### config.mk
export PLATFORM = sky130hd
export DESIGN_NAME = mux_scan_seq
export DESIGN_NICKNAME = d
export VERILOG_FILES = /design/src/rtl/mux_scan_seq.sv
export SDC_FILE = /design/constraint.sdc
export NUM_CORES = 1
export LEC_CHECK = 0
export CORE_ASPECT_RATIO = 0.75
export CORE_MARGIN = 4
export CORE_UTILIZATION = 50
export DETAILED_ROUTE_END_ITERATION = 8
export PLACE_DENSITY = 0.91
export SYNTH_ARGS = -nofsm -noshare
export SYNTH_HDL_FRONTEND = slang
export SYNTH_SLANG_ARGS = --single-unit
### constraint.sdc
create_clock -name clk -period 4.3 [get_ports clk]
set_clock_uncertainty 0.05 [all_clocks]
set_input_delay 0.645 -clock clk [delete_from_list [all_inputs] [get_ports clk]]
set_output_delay 0.645 -clock clk [all_outputs]
set_load 0.02 [all_outputs]
### src/rtl/mux_scan_seq.sv
// mux_scan_seq: registered N-channel lane multiplexer with manual select,
// continuous scan and single-sweep sequencing. Samples leave on a
// valid/ready handshake so a stalling consumer never loses a channel.
module mux_scan_seq #(
  parameter int unsigned WIDTH    = 1,
  parameter int unsigned CHANNELS = 8,
  parameter int unsigned SEL_W    = 3,
  parameter int unsigned DWELL    = 1
) (
  input  logic                      clk,
  input  logic                      rst_n,
  input  logic [CHANNELS*WIDTH-1:0] data,
  input  logic [SEL_W-1:0]          sett,
  input  logic [1:0]                mode,
  input  logic                      start,
  input  logic                      out_ready,
  output logic [WIDTH-1:0]          y,
  output logic [SEL_W-1:0]          ch,
  output logic                      out_valid,
  output logic                      busy,
  output logic                      sweep_done
);

  localparam int unsigned DCNT_W = (DWELL > 1) ? $clog2(DWELL) : 1;

  localparam logic [SEL_W-1:0]  LAST_CH = SEL_W'(CHANNELS - 1);
  localparam logic [DCNT_W-1:0] LAST_DW = DCNT_W'(DWELL - 1);

  localparam logic [1:0] M_MANUAL = 2'b00;
  localparam logic [1:0] M_SCAN   = 2'b01;
  localparam logic [1:0] M_SWEEP  = 2'b10;

  // Sweep sequencer states; busy is the state flop itself.
  localparam logic [0:0] S_IDLE = 1'b0;
  localparam logic [0:0] S_RUN  = 1'b1;

  logic [0:0]        state_q, state_d;
  logic [SEL_W-1:0]  ptr_q, ptr_d;
  logic [DCNT_W-1:0] dcnt_q, dcnt_d;
  logic [1:0]        mode_q;

  logic [WIDTH-1:0]  y_d;
  logic [SEL_W-1:0]  ch_d;
  logic              valid_d;
  logic              done_d;

  logic              can_load;
  logic              mode_chg;
  logic              dwell_end;
  logic              manual_step;
  logic              scan_step;

  // Lane select; an index beyond the last channel yields zero.
  function automatic logic [WIDTH-1:0] pick(
    input logic [CHANNELS*WIDTH-1:0] bus,
    input logic [SEL_W-1:0]          idx
  );
    logic [WIDTH-1:0] r;
    r = '0;
    for (int unsigned i = 0; i < CHANNELS; i++) begin
      if (idx == SEL_W'(i)) begin
        r = bus[i*WIDTH +: WIDTH];
      end
    end
    return r;
  endfunction

  // Handshake and sequencing qualifiers.
  always_comb begin
    can_load  = !out_valid || out_ready;
    mode_chg  = (mode != mode_q);
    dwell_end = (dcnt_q == LAST_DW);
  end

  // Next-state and output-register computation.
  always_comb begin
    state_d     = state_q;
    ptr_d       = ptr_q;
    dcnt_d      = dcnt_q;
    y_d         = y;
    ch_d        = ch;
    valid_d     = out_valid;
    done_d      = 1'b0;
    manual_step = 1'b0;
    scan_step   = 1'b0;

    // A consumed sample frees the slot unless a new one replaces it below.
    if (out_valid && out_ready) begin
      valid_d = 1'b0;
    end

    if (mode_chg) begin
      // Any mode switch restarts sequencing and aborts a sweep silently.
      state_d     = S_IDLE;
      ptr_d       = '0;
      dcnt_d      = '0;
      manual_step = (mode == M_MANUAL);
    end else begin
      case (mode)
        M_MANUAL: manual_step = 1'b1;
        M_SCAN:   scan_step   = 1'b1;
        M_SWEEP: begin
          if (state_q == S_IDLE) begin
            if (start) begin
              state_d = S_RUN;
              ptr_d   = '0;
              dcnt_d  = '0;
            end
          end else begin
            scan_step = 1'b1;
          end
        end
        default: ;
      endcase
    end

    if (manual_step && can_load) begin
      y_d     = pick(data, sett);
      ch_d    = sett;
      valid_d = 1'b1;
    end

    if (scan_step) begin
      if (!dwell_end) begin
        dcnt_d = dcnt_q + DCNT_W'(1);
      end else if (can_load) begin
        y_d     = pick(data, ptr_q);
        ch_d    = ptr_q;
        valid_d = 1'b1;
        dcnt_d  = '0;
        ptr_d   = (ptr_q == LAST_CH) ? '0 : ptr_q + SEL_W'(1);
        if ((state_q == S_RUN) && (ptr_q == LAST_CH)) begin
          state_d = S_IDLE;
          done_d  = 1'b1;
        end
      end
      // Dwell expired but stalled: dcnt and ptr hold until the slot frees.
    end
  end

  // State and output registers.
  always_ff @(posedge clk or negedge rst_n) begin
    if (!rst_n) begin
      state_q    <= S_IDLE;
      ptr_q      <= '0;
      dcnt_q     <= '0;
      mode_q     <= M_MANUAL;
      y          <= '0;
      ch         <= '0;
      out_valid  <= 1'b0;
      sweep_done <= 1'b0;
    end else begin
      state_q    <= state_d;
      ptr_q      <= ptr_d;
      dcnt_q     <= dcnt_d;
      mode_q     <= mode;
      y          <= y_d;
      ch         <= ch_d;
      out_valid  <= valid_d;
      sweep_done <= done_d;
    end
  end

  assign busy = state_q;

endmodule

==> summary.md <==
| Metric | Value |
|---|---|
| Layout cells sized above 1 | 11.7% |
| Largest net degree at the start of global routing | 14 |
| Worst reg2reg path depth | 6 |
| Post-synth top area share | 37.5% |
| Synth area leader | dfrtp_1 |
| Cells after DPL | 120 |
| Maximum VDD drop | 0.000189 V |
| CP required | 4.38 ns |
| IO Pins | 24 |
| Diodes inserted | 0 |
| Design area | 0.00115 mm^2 |
| Hold Fails Final Rpt | 0 |
| Die area | 0.00247 mm^2 |
| Placer Congestion | 0.760 |
| Worst-Skew Late Latency | 0.28 ns |
| Status | finished clean |
| Final wirelength | 2.19 mm |
| Post-CTS Hold Buffers | 0 |
| Antenna violations before repair | 0 |
| Warnings from Yosys | 0 |
| Crit-path max FO | 9 |
| Setup TNS | 0 ns |
| Number of setup buffers added after CTS | 0 |
| Area post-placement | 0.00112 mm^2 |
| Unrepaired setup endpoints after global routing | no |
| Clock sink total | 13 |
| P per Cell Area | 273 mW/mm^2 |
| First drt pass iteration count | 5 |
| Clk root buf | clkbuf_4 |
| DR iter-0 viols | 13 |
| Mapped Cells | 77 |
| Worst Path Buf+Inv | 2 |
| Clock Tree Buf Depth | 2 |
| Fill cell count | 120 |
| DRC viols | 0 |
| H-tree depth | 1 |
| Vias in the first global route | 775 |
| Syn_area_per_cell | 11.3 um^2 |
| Crit end category | flop |
| CP arrival | 2.60 ns |
| Setup CP Type | in -> reg |
| Layout area overhead | 32.2% |
| Total global routing overflow | 0 |
| Worst-path clk slew | 0.08 ns |
| Slew @ Worst Pin | 0.703 ns |
| Final Max Slew Viols | 0 |
| Seq cells post-synth | 13 |
| Maxcap violations | 0 |
| Tcrit/Tclk final | 58.6% |
| Post-route insts no fill | 124 |
| Total Routing Usage GR | 19.5% |
| Yosys cell types | 29 |
| Via count | 707 |
| Chip width | 56.1 um |
| Die height | 44.1 um |
| Relative slew slack | 52.8% |
| Worst setup SP type | input port |
| Final setup fails | 0 |
| Critical path's top delay family | simple AND/OR/NAND/NOR gates |
| CP peak stage delay | 0.63 ns |
| Commonest cells after routing, fill and taps aside | clkdlybuf4s50_1 (23), dfrtp_1 (13), mux2i_1 (11) |
| Final nets | 130 |
| CP Depth | 7 |
| Worst Hold Class | reg -> reg |
| Leakage | 0.502 nW |
| Post-synthesis sequential area ratio | 37.5% |
| Resized cells post-CTS | 0 |
| Avg WL per Cell | 17.6 um |
| Synth top area cells | dfrtp_1 (38%), ha_1 (13%), mux2i_1 (13%) |
| Initial Util | 55.5% |
| Utilization after layout | 73.4% |
| Detail Route Antenna Nets | 0 |
| Peak Freq | 397 MHz |
| Port-buffer cells | 23 |
| Tmin final | 2.52 ns |
| Core ar. | 0.00156 mm^2 |
| Commonest non-fill, non-tap cell in the layout | clkdlybuf4s50_1 |
| TritonCTS clock tree | built |
| Global-route wire length before repair | 3.59 mm |
| DP Wirelength | 1.69 mm |
| Mapped Area | 867 um^2 |
| WHS | 0.504 ns |
| Vias per cell | 5.70 |
| Syn Nets | 103 |
| FP Rows | 12 |
| Cell breakdown of the critical path | clkdlybuf4s50_1 > inv_1 > ha_1 > a21o_1 > nand2_1 > nor4_4 > a311oi_1 |
| Worst Hold Depth | 1 |
| Critical Path Slowest Stage Cell | nor4_4 |
| Num CTS Buffers | 3 |
[flip-flops by register name (all words and copies together) (netlist names)]
signal / count
busy: 1
sweep_done: 1
out_valid: 1
y: 1
ch: 3
ptr_q: 3
dcnt_q: 1
mode_q: 2
[layer usage]
layer / global-route usage (%) / part of all wire [%] / vias up
li1: - / - / 331
met1: 21.2 / 42 / 341
met2: 35.7 / 49 / 27
met3: 5.83 / 6.0 / 8
met4: 8.53 / 2.3 / 0
met5: 0 / 0 / -
[cell families after synthesis]
kind of cell	Yosys count	synth area share, %
fa+ha+maj	9	13.0
xor+xnor	2	2.02
mux	16	20.5
flops	13	37.5
buf+inv	8	3.46
simple gates	18	14.6
compound gates	11	8.95
[power breakdown]
part           switching [mW]  total [mW]  internal [mW]
clock network          0.0411      0.0772         0.0361
registers             0.00657       0.140          0.134
logic                  0.0449      0.0952         0.0503
[stage by stage]
step	power [mW]	setup slack, ns
after global placement	0.234	1.67
after floorplan	0.188	2.35
final	0.313	1.78
after detailed placement	0.237	1.57
after CTS	0.313	1.81
after global routing	0.329	1.72
[worst paths after layout]
kind	start	endpoint	slack, ns
setup reg to reg	ptr_q[0]$_DFF_PN0_	y$_DFF_PN0_	2.29
hold / removal	dcnt_q$_DFF_PN0_	out_valid$_DFF_PN0_	0.50
setup / recovery	mode[0]	busy$_DFF_PN0_	1.78
hold reg to reg	dcnt_q$_DFF_PN0_	out_valid$_DFF_PN0_	0.50
min in group asynchronous	rst_n	ptr_q[0]$_DFF_PN0_	0.68
max in group asynchronous	rst_n	ch[2]$_DFF_PN0_	3.14
[cells in the mapped netlist]
master / instances
or2_2: 1
a311oi_1: 2
and3_1: 2
a21oi_1: 2
a32oi_1: 1
o21ai_0: 2
nor4_4: 1
nor4b_1: 1
mux2i_1: 11
nor3b_1: 1
ha_1: 9
dfrtp_1: 13
mux2_2: 4
nand2b_1: 2
or2_4: 1
inv_1: 7
a21o_1: 1
nor2_1: 1
nand2_1: 4
clkbuf_1: 1
and3b_1: 1
a211o_1: 1
o31ai_1: 1
or3b_2: 1
xor2_1: 2
o211ai_1: 1
nor2b_1: 1
nor4_1: 1
mux4_2: 1
[worst reg2reg max path: cells and delay by family, from the launching register on]
family / cells / cell delay, ns
flops: 1 / 0.44
compound gates: 2 / 0.51
mux: 1 / 0.10
buf+inv: 1 / 0.14
fa+ha+maj: 1 / 0.18
simple gates: 1 / 0.45
[area by class of cell]
class,instances,area [um^2],share of cell area (%)
multi-input cells,56,512,44.7
flip-flops and latches,13,325,28.4
repair buffers,23,230,20.1
clock buffers,4,26.3,2.29
inverters,7,26.3,2.29
well taps,21,26.3,2.29
(Power assumes the default switching activity.)
